## config.mk

```make
export PLATFORM = sky130hd
export DESIGN_NAME = pc_sequencer_flat
export DESIGN_NICKNAME = d
export VERILOG_FILES = /design/src/rtl/pc_sequencer_pkg.sv /design/src/rtl/pc_sequencer_if.sv /design/src/rtl/pc_sequencer_drain_counter.sv /design/src/rtl/pc_sequencer.sv /design/src/flat_wrapper.sv
export SDC_FILE = /design/constraint.sdc
export NUM_CORES = 1
export LEC_CHECK = 0
export CORE_ASPECT_RATIO = 0.6
export CORE_UTILIZATION = 30
export DETAILED_ROUTE_END_ITERATION = 8
export DONT_BUFFER_PORTS = 1
export GPL_TIMING_DRIVEN = 0
export PLACE_DENSITY_LB_ADDON = 0.3
export SLEW_MARGIN = 0
export SYNTH_ARGS = -nofsm -noshare
export SYNTH_HDL_FRONTEND = slang
export SYNTH_HIERARCHICAL = 1
export SYNTH_SLANG_ARGS = --single-unit
```

## constraint.sdc

```tcl
create_clock -name clk -period 2.2 [get_ports clk]
set_input_delay 0.55 -clock clk [delete_from_list [all_inputs] [get_ports clk]]
set_output_delay 0.55 -clock clk [all_outputs]
set_load 0.02 [all_outputs]
```

## src/rtl/pc_sequencer_pkg.sv

```systemverilog
// pc_sequencer_pkg: shared PC-source encodings, default vectors, FSM states and PC alignment helper
package pc_sequencer_pkg;
   localparam logic [31:0] DEF_RESET_VEC   = 32'h0000_0000;
   localparam logic [31:0] DEF_HANDLER_VEC = 32'h0000_0180;
   typedef enum logic [1:0] {PCSRC_SEQ = 2'd0, PCSRC_BR = 2'd1, PCSRC_JMP = 2'd2, PCSRC_EXC = 2'd3} pcsrc_t;
   typedef enum logic [1:0] {RUN = 2'd0, DRAIN = 2'd1, HANDLER = 2'd2} state_t;
   function automatic logic [31:0] align_pc(input logic [31:0] a);
      return {a[31:2], 2'b00};
   endfunction
endpackage

```

## src/rtl/pc_sequencer_if.sv

```systemverilog
// pc_sequencer_if: MEM-stage redirect inputs and IF-side PC/flush/exception outputs of the sequencer
//   master: MEM/IF side (drives stall, PCSource, targets, eret; observes PC, fetch_en, flushes, EPC, status)
//   slave : pc_sequencer (the reverse)
interface pc_sequencer_if;
   logic        stall;
   logic [1:0]  PCSource;
   logic [31:0] PC_branch;
   logic [31:0] PC_jump;
   logic [31:0] PC_exc;
   logic        eret;
   logic [31:0] PC;
   logic        fetch_en;
   logic        flush_IF;
   logic        flush_ID;
   logic        flush_EX;
   logic [31:0] EPC;
   logic        in_handler;
   logic        exc_lost;
   modport master (
      output stall, PCSource, PC_branch, PC_jump, PC_exc, eret,
      input  PC, fetch_en, flush_IF, flush_ID, flush_EX, EPC, in_handler, exc_lost
   );
   modport slave (
      input  stall, PCSource, PC_branch, PC_jump, PC_exc, eret,
      output PC, fetch_en, flush_IF, flush_ID, flush_EX, EPC, in_handler, exc_lost
   );
endinterface

```

## src/rtl/pc_sequencer_drain_counter.sv

```systemverilog
// pc_drain_counter: loadable down-counter with a done flag (count == 0)
//   clk, rst_n : clock, async active-low reset
//   i_load/i_load_val : load the count (wins over decrement)
//   i_dec      : decrement by one
//   o_done     : count is zero
module pc_drain_counter #(
   parameter int W = 4
) (
   input  logic         clk,
   input  logic         rst_n,
   input  logic         i_load,
   input  logic [W-1:0] i_load_val,
   input  logic         i_dec,
   output logic         o_done
);
   logic [W-1:0] r_cnt;
   always_ff @(posedge clk or negedge rst_n)
      if (!rst_n) r_cnt <= '0;
      else r_cnt <= i_load ? i_load_val : i_dec ? r_cnt - 1'b1 : r_cnt;
   assign o_done = r_cnt == '0;
endmodule

```

## src/rtl/pc_sequencer.sv

```systemverilog
// pc_sequencer: fetch PC register sequencing seq/branch/jump/exception, pipeline flushes, fetch drain, EPC and ERET
//   clk, rst_n : clock, async active-low reset
//   bus        : pc_sequencer_if.slave (MEM redirect inputs in, PC/fetch_en/flush_*/EPC/in_handler/exc_lost out)
module pc_sequencer
   import pc_sequencer_pkg::*;
#(
   parameter logic [31:0] RESET_VEC    = DEF_RESET_VEC,
   parameter logic [31:0] HANDLER_VEC  = DEF_HANDLER_VEC,
   parameter int          DRAIN_CYCLES = 2
) (
   input  logic           clk,
   input  logic           rst_n,
   pc_sequencer_if.slave  bus
);
   state_t      r_state, w_state_nxt;
   logic [31:0] r_pc, r_epc, w_pc_nxt, w_epc_nxt;
   logic        r_fetch, r_flush, r_inh, r_lost;
   logic        w_fetch_nxt, w_flush_nxt, w_inh_nxt, w_lost_nxt;
   logic        w_exc, w_take_exc, w_take_eret, w_active, w_jmp, w_br, w_done, w_drain_end;
   assign w_exc       = bus.PCSource == PCSRC_EXC;
   assign w_take_exc  = r_state == RUN && w_exc;
   assign w_take_eret = r_state == HANDLER && bus.eret;
   assign w_drain_end = r_state == DRAIN && w_done;
   // DRAIN ignores every MEM input: those instructions were already flushed
   assign w_active    = r_state != DRAIN;
   assign w_jmp       = w_active && bus.PCSource == PCSRC_JMP;
   assign w_br        = w_active && bus.PCSource == PCSRC_BR;
   pc_drain_counter #(.W(4)) u_drain (
      .clk        (clk),
      .rst_n      (rst_n),
      .i_load     (w_take_exc),
      .i_load_val (4'(DRAIN_CYCLES - 1)),
      .i_dec      (r_state == DRAIN && !w_done),
      .o_done     (w_done)
   );
   always_ff @(posedge clk or negedge rst_n)
      if (!rst_n) begin
         r_state <= RUN;
         r_pc    <= RESET_VEC;
         r_epc   <= '0;
         r_fetch <= 1'b1;
         r_flush <= 1'b0;
         r_inh   <= 1'b0;
         r_lost  <= 1'b0;
      end else begin
         r_state <= w_state_nxt;
         r_pc    <= w_pc_nxt;
         r_epc   <= w_epc_nxt;
         r_fetch <= w_fetch_nxt;
         r_flush <= w_flush_nxt;
         r_inh   <= w_inh_nxt;
         r_lost  <= w_lost_nxt;
      end
   always_comb
      w_state_nxt = w_take_exc ? DRAIN : w_take_eret ? RUN : w_drain_end ? HANDLER : r_state;
   // an exception inside the handler is dropped (flagged) and behaves like a sequential step
   always_comb begin
      w_pc_nxt    = w_take_exc  ? align_pc(HANDLER_VEC) :
                    w_take_eret ? align_pc(r_epc) :
                    w_jmp       ? align_pc(bus.PC_jump) :
                    w_br        ? align_pc(bus.PC_branch) :
                    (!w_active || bus.stall) ? r_pc : r_pc + 32'd4;
      w_flush_nxt = w_take_exc || w_take_eret || w_jmp || w_br;
      w_epc_nxt   = w_take_exc ? bus.PC_exc : r_epc;
      w_fetch_nxt = w_take_exc ? 1'b0 : w_drain_end ? 1'b1 : r_fetch;
      w_inh_nxt   = w_take_exc ? 1'b1 : w_take_eret ? 1'b0 : r_inh;
      w_lost_nxt  = r_lost || (r_state == HANDLER && !bus.eret && w_exc);
   end
   assign bus.PC         = r_pc;
   assign bus.EPC        = r_epc;
   assign bus.fetch_en   = r_fetch;
   assign bus.flush_IF   = r_flush;
   assign bus.flush_ID   = r_flush;
   assign bus.flush_EX   = r_flush;
   assign bus.in_handler = r_inh;
   assign bus.exc_lost   = r_lost;
endmodule

```

## src/flat_wrapper.sv

```systemverilog
// flat-port wrapper written by rule: the top's interface ports become plain ports
module pc_sequencer_flat import pc_sequencer_pkg::*;
#(
   parameter logic [31:0] RESET_VEC    = DEF_RESET_VEC,
   parameter logic [31:0] HANDLER_VEC  = DEF_HANDLER_VEC,
   parameter int          DRAIN_CYCLES = 2
)
  (clk, rst_n, bus_stall, bus_PCSource, bus_PC_branch, bus_PC_jump, bus_PC_exc, bus_eret, bus_PC, bus_fetch_en, bus_flush_IF, bus_flush_ID, bus_flush_EX, bus_EPC, bus_in_handler, bus_exc_lost);
  pc_sequencer_if bus_i ();
  input  logic clk;
  input  logic rst_n;
  input wire logic [$bits(bus_i.stall)-1:0] bus_stall;
  input wire logic [$bits(bus_i.PCSource)-1:0] bus_PCSource;
  input wire logic [$bits(bus_i.PC_branch)-1:0] bus_PC_branch;
  input wire logic [$bits(bus_i.PC_jump)-1:0] bus_PC_jump;
  input wire logic [$bits(bus_i.PC_exc)-1:0] bus_PC_exc;
  input wire logic [$bits(bus_i.eret)-1:0] bus_eret;
  output wire logic [$bits(bus_i.PC)-1:0] bus_PC;
  output wire logic [$bits(bus_i.fetch_en)-1:0] bus_fetch_en;
  output wire logic [$bits(bus_i.flush_IF)-1:0] bus_flush_IF;
  output wire logic [$bits(bus_i.flush_ID)-1:0] bus_flush_ID;
  output wire logic [$bits(bus_i.flush_EX)-1:0] bus_flush_EX;
  output wire logic [$bits(bus_i.EPC)-1:0] bus_EPC;
  output wire logic [$bits(bus_i.in_handler)-1:0] bus_in_handler;
  output wire logic [$bits(bus_i.exc_lost)-1:0] bus_exc_lost;
  assign bus_i.stall = bus_stall;
  assign bus_i.PCSource = bus_PCSource;
  assign bus_i.PC_branch = bus_PC_branch;
  assign bus_i.PC_jump = bus_PC_jump;
  assign bus_i.PC_exc = bus_PC_exc;
  assign bus_i.eret = bus_eret;
  assign bus_PC = bus_i.PC;
  assign bus_fetch_en = bus_i.fetch_en;
  assign bus_flush_IF = bus_i.flush_IF;
  assign bus_flush_ID = bus_i.flush_ID;
  assign bus_flush_EX = bus_i.flush_EX;
  assign bus_EPC = bus_i.EPC;
  assign bus_in_handler = bus_i.in_handler;
  assign bus_exc_lost = bus_i.exc_lost;
  pc_sequencer #(.RESET_VEC(RESET_VEC), .HANDLER_VEC(HANDLER_VEC), .DRAIN_CYCLES(DRAIN_CYCLES)) u_core (.clk(clk), .rst_n(rst_n), .bus(bus_i));
endmodule
```

Word level (Yosys, flattened, before mapping)
Index checks and enable logic that the tools add are counted.
Storage, ports and cells
  register bits: 74
  bits in latches: 0
  memory bits (writable): 0
  ROM bits: 0
  output and inout port bits: 70
  logic and storage cells: 53
  memories kept: 0
Operators by class
  $add $sub $neg: 2
  multiply operators: 0
  divide/modulo/power cells: 0
  $lt $le $gt $ge: 0
  equal/unequal tests: 7
  shift operators: 0
  mux-type cells: 14
  bitwise gates (word level): 0
  reduce and logical (&&, ||, !) cells: 22
Operator list (count)
  2-to-1 mux 32 bit: 5
  adder 32 x 3 -> 32 bit, second input constant: 1
  logical AND 1 bit: 8
  2-to-1 mux 4 bit: 2
  equality test 2 bit, second input constant: 3
  2-to-1 mux 2 bit: 3
  nonzero test 2 bit: 3
  logical OR 1 bit: 5
  inequality test 5 x 2 -> 1 bit, second input constant: 1
  equality test 2 x 1 -> 1 bit, second input constant: 2
  zero test 4 bit: 1
  2-to-1 mux 1 bit: 4
  subtractor 4 x 1 -> 4 bit, second input constant: 1
  zero test 1 bit: 3
  nonzero test 3 bit: 1
  zero test 2 bit: 1
  inequality test 2 x 1 -> 1 bit, second input constant: 1

Depth between registers and ports, before layout
Gate-level depths: netlist of the first run.
  depth in word-level cells: 8
  gate-level depth with buffers: 8
  depth with buffers taken out: 7

Cells and area by module
The synthesis of the first run kept the hierarchy.
Modules (own cells, without submodules)
  pc_sequencer: times used 1, cells each 536, area each 4366.7 um^2
  pc_drain_counter: times used 1, cells each 21, area each 230.2 um^2

Worst setup path after synthesis of the first run
No wires, ideal clock.
  path kind: input-to-reg
  start: input bus_PCSource[0]
  end: register u_core.u_drain.r_cnt[3]
  setup time: 0.125 ns
  arrival time: 2.135 ns
  required time: 2.075 ns
  setup slack: -0.059 ns
  stages on the path: 7
  cells stage by stage: buf_2 > nand2_1 > or3_1 > clkbuf_1 > inv_2 > clkbuf_1 > mux2_2
Between the ends
  longest elaborated chain between the ends: 3
  elaborated cells on any way between the ends: 4
  classes of those cells: 1 x eq/ne; 1 x mux; 2 x reduce/logical
RTL lines
  start, declared: RTL line flat_wrapper.sv:13  | input wire logic [$bits(bus_i.PCSource)-1:0] bus_PCSource;
  equality test 2 bit *: RTL line pc_sequencer.sv:20  | assign w_exc = bus.PCSource == PCSRC_EXC;
  logical AND 1 bit *: RTL line pc_sequencer.sv:21  | assign w_take_exc = r_state == RUN && w_exc;
  2-to-1 mux 4 bit or nonzero test 2 bit (tied branches)
  end signal, assigned: RTL line pc_sequencer_drain_counter.sv:19  | else r_cnt <= i_load ? i_load_val : i_dec ? r_cnt - 1'b1 : r_cnt;
  end, declared: RTL line pc_sequencer_drain_counter.sv:16  | logic [W-1:0] r_cnt;
Every way passes the cells marked *; elsewhere a longest branch is shown, timed or not.
A chain may end at the register's enable or synchronous reset.

Worst setup path in the final report of the first run
  start: register u_core.r_pc[10] (netlist: u_core/bus.PC[10])
  end: register u_core.r_pc[31] (netlist: u_core/bus.PC[31])
Between the ends
  longest elaborated chain between the ends: 6
RTL lines
  start, declared: RTL line pc_sequencer.sv:16  | logic [31:0] r_pc, r_epc, w_pc_nxt, w_epc_nxt;
  start signal, assigned: RTL line pc_sequencer.sv:47  | r_pc <= w_pc_nxt;
  adder 32 x 3 -> 32 bit: RTL line pc_sequencer.sv:62  | (!w_active || bus.stall) ? r_pc : r_pc + 32'd4;
  2-to-1 mux 32 bit: RTL line pc_sequencer.sv:62
  2-to-1 mux 32 bit: RTL line pc_sequencer.sv:61  | w_br ? align_pc(bus.PC_branch) :
  2-to-1 mux 32 bit: RTL line pc_sequencer.sv:60  | w_jmp ? align_pc(bus.PC_jump) :
  2-to-1 mux 32 bit: RTL line pc_sequencer.sv:59  | w_take_eret ? align_pc(r_epc) :
  2-to-1 mux 32 bit: RTL line pc_sequencer.sv:58  | w_pc_nxt = w_take_exc ? align_pc(HANDLER_VEC) :
No other way between the ends. The select of a mux whose other input is x is not followed.

==> results.json, run 1 <==
{
  "finalCritPeriodShare": 1.02,
  "hold_violations": 71,
  "top_level_ports": 172,
  "p_per_area_nw_per_um2": 1580,
  "yosysTopAreaCellShare": 0.386,
  "synth.avg_cell_area_um2": 8.25,
  "die_h_um": 97.9,
  "postSynthCellCount": 557,
  "core_area_um2": 14700,
  "p_leak_nw": 2.26,
  "drc": 0,
  "place_congestion": 0.892,
  "row_count": 34,
  "status": "complete, but fails checks",
  "period_needed_ns": 2.23,
  "first_pass_iters": 5,
  "antenna_found_initial": 1,
  "port_buffers": 0,
  "worstPathArrival_ns": 2.51,
  "drv_slew": 0,
  "vias": 4672,
  "grt_max_degree": 73,
  "yosys.area_share.simple": 0.286,
  "dp_hpwl_um": 15300,
  "min_path_type": "in -> async",
  "timing.rr.start": "u_core/bus.PC[10]$_DFFE_PN0P_",
  "fin_hold_ws_ns": -0.105,
  "synth_async_sr_flop_share": 1.00,
  "synth_xor_area_frac": 0.0191,
  "crit_fanout": 8,
  "seqCellArea_um2": 1830,
  "grt_pass1_vias": 4387,
  "synthAdderAreaFrac": 0.00544,
  "drt_iter0_drc": 419,
  "path_clk_slew_ns": 0.06,
  "final_cells": 780,
  "ys_top_cells_by_count": "131 x nand2_1, 71 x dfrtp_1, 33 x nor2_1",
  "crit_start": "u_core/bus.PC[10]$_DFFE_PN0P_",
  "wl_um": 20100,
  "insertedDiodeCount": 0,
  "critPathBufInv": 0,
  "synth_seq_area_share": 0.392,
  "root_buffer": "clkbuf_16",
  "netlist_area_um2": 4600,
  "startpoint_type": "flop",
  "fin_area_um2": 5420,
  "cts.htree.levels": 3,
  "end_kind": "flop",
  "skew_ns": 0.00708,
  "initial_core_util": 0.312,
  "cts_sinks": 72,
  "syn2layout_area_growth_pct": 18.0,
  "worstSkewPairLatency_ns": 0.35,
  "ys_types": 74,
  "synth-edff-count": 0,
  "cp.depth": 5,
  "rr_endpoint": "u_core/bus.PC[31]$_DFFE_PN0P_",
  "clockBufferDepth": 2,
  "cts_tree": "built",
  "synth_top_family_by_area": "simple AND/OR/NAND/NOR gates",
  "synth_most_common_cell": "nand2_1",
  "final_net_count": 681,
  "ys_ff_latch": 72,
  "wl_per_cell_um": 25.8,
  "final-setup-viol-count": 1,
  "synthMuxAreaShare": 0.00490,
  "violations": "hold timing, setup timing",
  "overflow": 0,
  "rsz0062_at_grt": "true",
  "ant_nets": 0,
  "synth_top_flop_cell": "dfrtp_1",
  "cpPeakStageDelay_ns": 0.61,
  "critical_path.slowest_cell": "or4_4",
  "synth_area_leaders": "dfrtp_1 39%, nand2_1 11%, o21ai_0 3.2%",
  "synth_compound_area_frac": 0.236,
  "grt_pass1_wl_um": 29300,
  "numCtsBuffers": 9,
  "placed_area_um2": 4870,
  "crit_end": "u_core/bus.PC[31]$_DFFE_PN0P_",
  "fin_ws_ns": -0.0350,
  "worst_pin_slew_ns": 0.561,
  "die_area_um2": 15800,
  "grt_use_total": 0.255,
  "netlist.top_cell.by_area": "dfrtp_1",
  "cp.required_ns": 2.48,
  "slew_headroom": 0.622,
  "drv_cap": 0,
  "cp_cell_sequence": "and4_4 > nand3_4 > or4_4 > or4b_4 > nand4_1",
  "rrSetupSlack_ns": -0.03,
  "crit_type": "reg -> reg",
  "irDropWorstVdd_v": 0.000630,
  "drive_gt1_frac": 0.201,
  "critical-path-top-delay-family": "simple AND/OR/NAND/NOR gates",
  "setup_tns_ns": -0.0350,
  "vias_per_cell": 5.99,
  "max_freq_ghz": 0.447,
  "filler_cell_count": 1548,
  "multiInputGateArea_um2": 2690,
  "reg2regPathDepth": 5,
  "numPlacedInstances": 759,
  "ys_warn_count": 6,
  "die_width_um": 162
}
layout by cell type, fill, tap and decap left out, drive strengths merged, types with 12 or more instances in the layout:
cell type,Yosys,layout
o21ai,32,32
nor2,33,33
nor3,15,15
nand3,18,18
a21oi,17,17
inv,15,17
buf,13,18
a211oi,12,12
dfrtp,71,71
clkbuf,23,33
nand2,131,131
cell families (layout without fill, tap and decap cells):
| logic type | after synthesis | count (layout) |
|---|---|---|
| AOI/OAI and AO/OA | 152 | 152 |
| DFF | 72 | 72 |
| adders and majority gates | 2 | 2 |
| and+or+nand+nor | 266 | 266 |
| muxes | 2 | 2 |
| other | 2 | 6 |
| xor gates and xnor gates | 10 | 10 |
| buffers and inverters | 51 | 72 |
per-layer routing:
metal / wire (um) / track usage / vias to the layer above
li1: - / - / 2086
met5: 13 / 0 / -
met1: 9220 / 0.378 / 2265
met4: 333 / 0.0595 / 2
met3: 2540 / 0.0930 / 32
met2: 8000 / 0.344 / 287
worst register-to-register path, stage by stage (launching register included):
cell and delay (ns):
dfrtp_2 0.53, and4_4 0.33, nand3_4 0.12, or4_4 0.61
or4b_4 0.50, nand4_1 0.09
through the flow:
step / worst slack, ns / utilization / total power [mW]
5_1_grt: -0.0614 / 0.368 / 9.02
4_1_cts: -0.0893 / 0.359 / 8.36
3_5_place_dp: -0.727 / 0.331 / 6.53
2_1_floorplan: 0.0912 / - / 5.38
3_3_place_gp: -0.789 / 0.331 / 6.45
6_report: -0.0350 / 0.368 / 8.55
sequential cells by signal, summed over array words and instances (netlist names):
signal	cells
u_core/bus.EPC	32
u_core/bus.PC	30
u_core/bus.exc_lost	1
u_core/bus.fetch_en	1
u_core/bus.flush_EX	1
u_core/bus.in_handler	1
u_core/r_state	2
u_core/u_drain/r_cnt	4
final cells by class:
cell class,instances,share of cell area
repair buffers,6,0.00738
flip-flops and latches,72,0.337
plain buffers,35,0.0404
well taps,198,0.0457
clock inverters,6,0.0212
multi-input cells,438,0.496
inverters,15,0.0104
clock buffers,10,0.0422
where the power goes:
group          total [mW]  switching, mW  internal (mW)
Sequential           3.79           1.80           1.99
Combinational        3.01           1.78           1.23
Clock                1.75          0.631           1.12
repair_timing:
item | 4_1_cts | 5_1_grt
pin swaps | 2 | 8
endpoints found under the setup margin | 32 | 35
buffers inserted | 0 | 6
resized for setup | 39 | 36
hold endpoints to repair | 71 | 71
how the worst min path moves through the flow:
stage	start	end	slack [ns]
2_1_floorplan	rst_n	u_core/bus.EPC[0]$_DFFE_PN0P_	0.25
3_3_place_gp	rst_n	u_core/bus.PC[23]$_DFFE_PN0P_	0.26
3_5_place_dp	rst_n	u_core/bus.PC[27]$_DFFE_PN0P_	0.26
4_1_cts	rst_n	u_core/bus.PC[27]$_DFFE_PN0P_	-0.11
5_1_grt	rst_n	u_core/bus.PC[27]$_DFFE_PN0P_	-0.12
6_report	rst_n	u_core/bus.PC[27]$_DFFE_PN0P_	-0.11
No activity file was read; power rests on OpenSTA's default activity.
==> run 2: changes to the inputs <==
Settings changed: GPL_TIMING_DRIVEN 0 to default.
==> run 2 against run 1 <==
- via count up 2.0%
- register-to-register slack better by 0.13 ns
- worst hold slack better by 0.0011 ns
- clock power down 11%
- utilization up 1.5 points
- total power up 2.0%
- cell count up 4.9%
- global-route usage down 0.44 points
- die area unchanged
- largest power group is now combinational cells
- sequential power down 17%
- the flow finishes with violations (hold timing)
- sequential share of layout area down 1.7 points
- critical path depth unchanged
==> results.json, run 2 (synthesis results as in run 1) <==
{
  "status": "complete, but fails checks",
  "violations": "hold timing",
  "cts_tree": "built",
  "worstSkewPairLatency_ns": 0.35,
  "core_area_um2": 14700,
  "power.total_mw": 8.72,
  "end_kind": "flop",
  "final_util": 0.383,
  "cts_sinks": 72,
  "timing.rr.start": "u_core/bus.PC[5]$_DFFE_PN0P_",
  "crit_fanout": 6,
  "dp_hpwl_um": 15200,
  "die_width_um": 162,
  "max_freq_ghz": 0.476,
  "first_pass_iters": 7,
  "filler_cell_count": 1594,
  "critPathBufInv": 0,
  "period_needed_ns": 2.10,
  "rsz0062_at_grt": "false",
  "drv_cap": 0,
  "cts.htree.levels": 3,
  "clockBufferDepth": 2,
  "min_path_type": "in -> async",
  "drt_iter0_drc": 401,
  "antenna_found_initial": 1,
  "layout_common_cells": "131 x nand2_1, 74 x buf_4, 70 x dfrtp_1",
  "final_net_count": 718,
  "layout_commonest_cell": "nand2_1",
  "wl_per_cell_um": 23.6,
  "cp_cell_sequence": "and3_1 > nand4_4 > or4_4 > or4b_1 > nand4_1",
  "hold_violations": 71,
  "initial_core_util": 0.312,
  "vias": 4764,
  "worst_pin_slew_ns": 0.835,
  "grt_pass1_vias": 4654,
  "vias_per_cell": 5.82,
  "p_per_area_nw_per_um2": 1550,
  "top_level_ports": 172,
  "largest_reg_flops": 32,
  "path_clk_slew_ns": 0.07,
  "ant_nets": 0,
  "final-setup-viol-count": 0,
  "die_area_um2": 15800,
  "cp.required_ns": 2.47,
  "port_buffers": 0,
  "finalCritPeriodShare": 0.956,
  "grt_max_degree": 73,
  "row_count": 34,
  "irDropWorstVdd_v": 0.000543,
  "drv_slew": 0,
  "critical_path.slowest_cell": "or4_4",
  "skew_ns": 0.00963,
  "syn2layout_area_growth_pct": 22.7,
  "startpoint_type": "flop",
  "fin_hold_ws_ns": -0.104,
  "crit_type": "reg -> reg",
  "overflow": 0,
  "numCtsBuffers": 9,
  "root_buffer": "clkbuf_16",
  "drc": 0,
  "critical-path-top-delay-family": "simple AND/OR/NAND/NOR gates",
  "grt_use_total": 0.250,
  "worstPathArrival_ns": 2.37,
  "drive_gt1_frac": 0.192,
  "wl_um": 19300,
  "grt_pass1_wl_um": 29400,
  "setup_tns_ns": 0,
  "place_congestion": 0.903,
  "crit_start": "u_core/bus.PC[5]$_DFFE_PN0P_",
  "slew_headroom": 0.441,
  "p_leak_nw": 2.46,
  "die_h_um": 97.9,
  "cpPeakStageDelay_ns": 0.57
}
-- run 2: area by class of cell --
| type | count | area, um^2 | share of cell area |
|---|---|---|---|
| Multi-Input combinational cell | 438 | 2580 | 0.458 |
| Inverter | 15 | 56.3 | 0.00998 |
| Tap cell | 198 | 248 | 0.0439 |
| Sequential cell | 72 | 1800 | 0.320 |
| Clock buffer | 10 | 239 | 0.0424 |
| Timing Repair Buffer | 78 | 636 | 0.113 |
| Clock inverter | 6 | 75.1 | 0.0133 |
| Antenna cell | 1 | 2.50 | 0.000444 |
-- run 2: power by group --
| part | total [mW] | switching [mW] | internal [mW] | leakage (nW) |
|---|---|---|---|---|
| combinational | 4.03 | 2.36 | 1.67 | 1.43 |
| sequential | 3.14 | 1.18 | 1.96 | 0.883 |
| clock | 1.56 | 0.630 | 0.925 | 0.151 |
-- run 2: path summary, 6_finish.rpt --
| kind | endpoint | slack (ns) | cells past startpoint |
|---|---|---|---|
| setup / recovery | u_core/bus.PC[31]$_DFFE_PN0P_ | 0.1 | 5 |
| min in group clk | u_core/bus.EPC[20]$_DFFE_PN0P_ | 0.31 | 2 |
| hold / removal | u_core/bus.PC[2]$_DFFE_PN0P_ | -0.10 | 0 |
| hold reg to reg | u_core/bus.fetch_en$_DFFE_PN1P_ | 0.55 | 2 |
| max in group asynchronous | u_core/bus.fetch_en$_DFFE_PN1P_ | 2.11 | 0 |
| setup reg to reg | u_core/bus.PC[31]$_DFFE_PN0P_ | 0.1 | 5 |
-- run 2: worst register-to-register path: cells and delay by family, from the launching register on --
kind | cells | cell delay, ns
simple gates | 5 | 1.69
flops | 1 | 0.34
-- run 2: metal layers --
metal,share of wire,global-route usage,vias to the layer above
met4,0.011,0.0544,0
met2,0.40,0.336,264
met3,0.12,0.0939,20
met5,0,0,-
li1,-,-,2168
met1,0.47,0.372,2312
-- run 2: stage by stage --
step / cell area, um^2 / hold WS [ns] / std cells / setup WS [ns]
after CTS: 5620 / -0.109 / 817 / 0.0913
after detailed placement: 5310 / 0.257 / 801 / 0.107
after floorplan: 4620 / 0.254 / 561 / 0.0912
after global routing: 5640 / -0.121 / 817 / 0.00432
after global placement: 5310 / 0.258 / 801 / 0.0928
final: 5640 / -0.104 / 818 / 0.0976
-- run 2: repair_timing --
action,4_1_cts,5_1_grt
setup endpoints to repair,0,10
hold endpoints to repair,71,71
buffers inserted,0,0
gates resized for setup,0,4
